--- config.mk ---
export PLATFORM = sky130hd
export DESIGN_NAME = tc_pl_acp_arb
export DESIGN_NICKNAME = d
export VERILOG_FILES = /design/src/rtl/tc_pl_acp_arb.sv
export SDC_FILE = /design/constraint.sdc
export NUM_CORES = 1
export LEC_CHECK = 0
export CAP_MARGIN = 40
export CORE_AREA = 2 2 122 124
export CTS_CLUSTER_DIAMETER = 200
export DETAILED_ROUTE_END_ITERATION = 8
export DIE_AREA = 0 0 124 126
export GPL_TIMING_DRIVEN = 0
export PLACE_DENSITY_LB_ADDON = 0.2
export SLEW_MARGIN = 20
export SYNTH_ARGS = -nofsm -noshare
export SYNTH_HDL_FRONTEND = slang
export SYNTH_SLANG_ARGS = --single-unit
--- constraint.sdc ---
create_clock -name clk125 -period 4.3 [get_ports clk125]
set_input_delay 0.86 -clock clk125 [delete_from_list [all_inputs] [get_ports clk125]]
set_output_delay 0.86 -clock clk125 [all_outputs]
set_load 0.01 [all_outputs]
--- src/rtl/tc_pl_acp_arb.sv ---
// Two-requester round-robin arbiter for the shared ACP0 write port.
// Grants one burst at a time, forwards its header and routes beat requests/data.
module tc_pl_acp_arb #(
  parameter int BURST_LEN = 16,
  parameter int TO_CYC    = 1024,
  parameter int ADDR_W    = 32,
  parameter int DATA_W    = 64
) (
  input  logic              clk125,
  input  logic              rst,
  input  logic              req0_tx_en,
  input  logic              req1_tx_en,
  output logic              req0_tx_rdy,
  output logic              req1_tx_rdy,
  input  logic [ADDR_W-1:0] req0_tx_awaddr,
  input  logic [ADDR_W-1:0] req1_tx_awaddr,
  input  logic [2:0]        req0_tx_awid,
  input  logic [2:0]        req1_tx_awid,
  input  logic [DATA_W-1:0] req0_tx_wdata,
  input  logic [DATA_W-1:0] req1_tx_wdata,
  output logic              req0_tx_wdreq,
  output logic              req1_tx_wdreq,
  output logic              acp0_tx_en,
  input  logic              acp0_tx_rdy,
  output logic [ADDR_W-1:0] acp0_tx_awaddr,
  output logic [2:0]        acp0_tx_awid,
  output logic [DATA_W-1:0] acp0_tx_wdata,
  input  logic              acp0_tx_wdreq,
  output logic [1:0]        arb_grant,
  output logic              arb_busy,
  output logic              arb_err
);

  localparam int BEAT_W = (BURST_LEN > 1) ? $clog2(BURST_LEN) : 1;
  localparam int IDLE_W = (TO_CYC > 2) ? $clog2(TO_CYC) : 1;

  typedef enum logic [1:0] {
    IDLE  = 2'd0,
    ISSUE = 2'd1,
    DATA  = 2'd2,
    TAIL  = 2'd3
  } state_t;

  state_t              state_r;
  state_t              state_s;
  logic [BEAT_W-1:0]   beat_r;
  logic [IDLE_W-1:0]   idle_r;
  logic                prio_r;
  logic                win_s;
  logic                start_s;
  logic                timeout_s;
  logic                in_data_s;
  logic                wdata_on_s;

  // The last beat is sampled by the port one cycle after its wdreq, so TAIL keeps the data mux.
  assign in_data_s     = (state_r == DATA);
  assign wdata_on_s    = (state_r == DATA) || (state_r == TAIL);
  assign req0_tx_wdreq = in_data_s & arb_grant[0] & acp0_tx_wdreq;
  assign req1_tx_wdreq = in_data_s & arb_grant[1] & acp0_tx_wdreq;
  assign acp0_tx_wdata = wdata_on_s ? (arb_grant[1] ? req1_tx_wdata : req0_tx_wdata)
                                    : {DATA_W{1'b0}};

  // Winner selection and next-state decode
  always_comb begin
    state_s   = state_r;
    start_s   = 1'b0;
    timeout_s = 1'b0;
    win_s     = 1'b0;
    if (req0_tx_en && req1_tx_en) begin
      win_s = prio_r;
    end else if (req1_tx_en) begin
      win_s = 1'b1;
    end else begin
      win_s = 1'b0;
    end
    case (state_r)
      IDLE: begin
        if (acp0_tx_rdy && (req0_tx_en || req1_tx_en)) begin
          start_s = 1'b1;
          state_s = ISSUE;
        end else begin
          state_s = IDLE;
        end
      end
      ISSUE: state_s = DATA;
      DATA: begin
        if (acp0_tx_wdreq) begin
          if (beat_r == BEAT_W'(BURST_LEN - 1)) begin
            state_s = TAIL;
          end else begin
            state_s = DATA;
          end
        end else if (idle_r == IDLE_W'(TO_CYC - 2)) begin
          // this cycle is the (TO_CYC-1)th consecutive one without a beat request
          timeout_s = 1'b1;
          state_s   = IDLE;
        end else begin
          state_s = DATA;
        end
      end
      TAIL:    state_s = IDLE;
      default: state_s = IDLE;
    endcase
  end

  // State register
  always_ff @(posedge clk125 or posedge rst) begin
    if (rst) begin
      state_r <= IDLE;
    end else begin
      state_r <= state_s;
    end
  end

  // Registered header, grant, status outputs and round-robin pointer
  always_ff @(posedge clk125 or posedge rst) begin
    if (rst) begin
      acp0_tx_en     <= 1'b0;
      req0_tx_rdy    <= 1'b0;
      req1_tx_rdy    <= 1'b0;
      acp0_tx_awaddr <= {ADDR_W{1'b0}};
      acp0_tx_awid   <= 3'd0;
      arb_grant      <= 2'b00;
      arb_busy       <= 1'b0;
      arb_err        <= 1'b0;
      prio_r         <= 1'b0;
    end else begin
      acp0_tx_en  <= start_s;
      req0_tx_rdy <= start_s & ~win_s;
      req1_tx_rdy <= start_s & win_s;
      arb_busy    <= (state_s != IDLE);
      arb_err     <= timeout_s;
      if (start_s) begin
        acp0_tx_awaddr <= win_s ? req1_tx_awaddr : req0_tx_awaddr;
        acp0_tx_awid   <= win_s ? req1_tx_awid : req0_tx_awid;
        arb_grant      <= win_s ? 2'b10 : 2'b01;
        prio_r         <= ~win_s;
      end else if (state_s == IDLE) begin
        arb_grant <= 2'b00;
      end
    end
  end

  // Beat counter and stall watchdog
  always_ff @(posedge clk125 or posedge rst) begin
    if (rst) begin
      beat_r <= {BEAT_W{1'b0}};
      idle_r <= {IDLE_W{1'b0}};
    end else if (state_r == ISSUE) begin
      beat_r <= {BEAT_W{1'b0}};
      idle_r <= {IDLE_W{1'b0}};
    end else if (state_r == DATA) begin
      if (acp0_tx_wdreq) begin
        beat_r <= beat_r + BEAT_W'(1);
        idle_r <= {IDLE_W{1'b0}};
      end else begin
        idle_r <= idle_r + IDLE_W'(1);
      end
    end
  end

endmodule

==> summary.md <==
| Metric | Value |
|---|---|
| Sequential area share after synthesis | `about two fifths` |
| Post-synth EDFFs | `0` |
| Mux share of post-synthesis cell area | `a little under a fifth` |
| Worst Skew | `between 0.005 and 0.006 ns` |
| Largest net degree at the start of global routing | `36` |
| Post-synthesis compound-gate area fraction | `between 10% and 20%` |
| Place WS | `around 1 ns` |
| Commonest cells after routing, fill and taps aside | `311 x clkdlybuf4s50_1, 76 x nor2_1, 65 x mux2i_1` |
| Area share of the largest cell type after synthesis | `a little over 40%` |
| Total negative slack | `0 ns` |
| Post-Synth XOR/XNOR Area | `1.672%` |
| Worst-path fanout max | `10` |
| RSZ-0062 raised after global routing | `false` |
| Initial antenna violation count | `1` |
| Share of cells above drive strength 1 | `~6.4%` |
| Post-DP HPWL | `~14 mm` |
| Maximum buffer depth of the clock tree | `2` |
| Synth cell types | `40` |
| Area grow syn2layout | `100.9%` |
| Crit path required time | `around 3.4 ns` |
| Mapped Area | `about 0.0037 sq mm` |
| Worst slew pin tran | `about 0.76 ns` |
| Overflow left after global routing | `0` |
| Flops & latches, synth | `59` |
| Vias/cell | `approximately 4.6` |
| Site row count | `between 40 and 50` |
| Net count after synthesis | `a little under 600` |
| GPL Wtd Cong | `0.8320` |
| Post-Route WL | `roughly 16 mm` |
| GRT Util Overall | `20.31%` |
| # resized after CTS | `0` |
| Clock sinks | `between 50 and 60` |
| Largest cells by area after synthesis | `dfrtp_1 40%, mux2i_1 18%, a221o_1 9.6%, nor2_1 7.8%, and2_0 4.6%` |
| Sequential cell area | `roughly 0.0015 sq mm` |
| Hold crit path type | `reg -> reg` |
| Max-cap violations | `0` |
| Final worst setup slack | `roughly 0.63 ns` |
| Worst-path clk slew | `0.05 ns` |
| Combinational family with the most area after synthesis | `simple AND/OR/NAND/NOR gates` |
| Most used flip-flop cell after synthesis | `dfrtp_1` |
| PortBufs | `approximately 310` |
| DRC errors left | `0` |
| F_max | `0.2728 GHz` |
| Clk root buf | `clkbuf_16` |
| Yosys top cell by area | `dfrtp_1` |
| Most common cell after layout, fill and taps aside | `clkdlybuf4s50_1` |
| Post-CTS Setup Repair Bufs | `0` |
| Post-synthesis simple-gate area fraction | `20.00%` |
| Die area | `between 0.015 and 0.02 sq mm` |
| Initial Util | `roughly a quarter` |
| Post-route ant nets | `0` |
| Final Util | `approximately half` |
| Hold-fix buffers, CTS | `0` |
| Crit path time final | `between 3 and 4 ns` |
| Multi-input combinational cell area | `between 0.0015 and 0.002 sq mm` |
| H-Tree Depth | `3` |
| Critical path startpoint category | `flip-flop` |
| Vias in the first global route | `4318` |
| Worst vdd ir | `between 0.2 and 0.3 mV` |
| Final Max Tran Viols | `0` |
| CTS tree | `built` |
| Ports | `roughly 310` |
| Yosys warns | `0` |
| Slew HR | `49.41%` |
| Crit end category | `output pin` |
| Syn Inst Count | `372` |
| Die X | `124 um` |
| Clk_lat worst skew | `0.33 ns` |
| CTS Buf Count | `9` |
| First-pass GRT wire length | `~24 mm` |
| Adder-cell share of the synthesized area | `under 10%` |
| Part of the cycle the worst path needs | `85.24%` |
| FFs w/ async S/R, synth | `100.0%` |
| Nets | `roughly 910` |
| Avg Cell Area, Syn | `about 10 sq um` |
| Kind of critical path | `reg -> out` |
| DR vias | `4086` |
| Iteration-0 DRC Markers | `about 110` |
| Drt wl/cell | `18.42 um` |
| Status | `complete, no violations` |
| Final-layout fill cell count | `about 1300` |
| Final Setup Violations | `0` |
| Die Y | `between 100 and 150 um` |
| DRT Pass-1 Iters | `4` |
| Pwr dens | `roughly 480 mW/mm^2` |
| Core area | `0.01431 sq mm` |
| WP data arrival | `around 2.8 ns` |
| Endpoints failing hold | `0` |
| Hold slack | `between 0.4 and 0.5 ns` |
| Lkg Pwr | `just under 3 nW` |
-- registers in the layout, indices dropped and copies added (netlist names) --
name and flops:
prio_r 1, arb_busy 1, beat_r 4, arb_grant 2, state_r 2, acp0_tx_awaddr 32, acp0_tx_awid 3, arb_err 1
idle_r 10, req0_tx_rdy 1, acp0_tx_en 1, req1_tx_rdy 1
-- power by group --
group	internal (mW)	switching, mW
Clock	0.538	0.250
Sequential	0.770	0.141
Combinational	1.06	0.780
-- final cells by class --
| type | count | area share (%) |
|---|---|---|
| clock inverters | 4 | 0.9856 |
| well taps | 184 | 3.127 |
| flip-flops and latches | 59 | 20.05 |
| plain buffers | 27 | 2.226 |
| repair buffers | 312 | 42.55 |
| clock buffers | 12 | 3.483 |
| multi-input cells | 279 | 27.15 |
| inverters | 7 | 0.3908 |
| diodes | 1 | 0.03398 |
-- per-stage QoR --
| stage | std cells | cell area, sq um | power [mW] |
|---|---|---|---|
| 6_report | 885 | 7363 | 3.535 |
| 5_1_grt | 884 | 7361 | 3.761 |
| 4_1_cts | 884 | 7361 | 3.575 |
| 3_5_place_dp | 868 | 7032 | 2.762 |
| 3_3_place_gp | 867 | 7009 | 2.733 |
| 2_1_floorplan | 372 | 3666 | 1.749 |
-- final timing paths --
| kind | startpoint | to | slack (ns) | cells past startpoint |
|---|---|---|---|---|
| min in group asynchronous | rst | idle_r[4] | 0.86 | 2 |
| worst min register to register | beat_r[3] | beat_r[3] | 0.49 | 1 |
| worst min-delay path | beat_r[3] | beat_r[3] | 0.49 | 1 |
| worst max-delay path | state_r[0] | acp0_tx_wdata[44] | 0.63 | 6 |
| max in group asynchronous | rst | acp0_tx_awaddr[16] | 2.94 | 3 |
| worst max register to register | state_r[1] | acp0_tx_awaddr[7] | 2.41 | 8 |
-- cell usage after synthesis, drive strengths merged (3+ instances only) --
cell,n
mux2i,65
xor2,3
xnor2,4
dfrtp,59
clkbuf,8
and2,35
buf,19
nor2,78
nor3,3
inv,7
a221o,35
o21ai,7
ha,7
nand4,4
nand3,4
nand2,11
-- kinds of logic after synthesis --
group / count (synthesis)
muxes: 66
DFF: 59
and+or+nand+nor: 147
buffers and inverters: 34
adders and majority gates: 7
AOI/OAI and AO/OA: 52
xor gates and xnor gates: 7
-- critical path, stage by stage, from the launching register on --
cell             delay (ns)
dfrtp_1                0.41
inv_1                  0.08
ha_1                   0.28
nor2_1                 0.62
clkbuf_1               0.44
nor2_1                 0.13
clkdlybuf4s50_1        0.51
-- routing by layer --
metal | track usage, % | wire, um | vias to the layer above
met3 | 6.341 | 1424 | 25
met4 | 7.469 | 425 | 0
met5 | 0 | 0 | -
met2 | 36.23 | 8185 | 180
met1 | 22.34 | 6265 | 1918
li1 | - | - | 1963
Note: power is estimated with default switching activity, not from simulation.
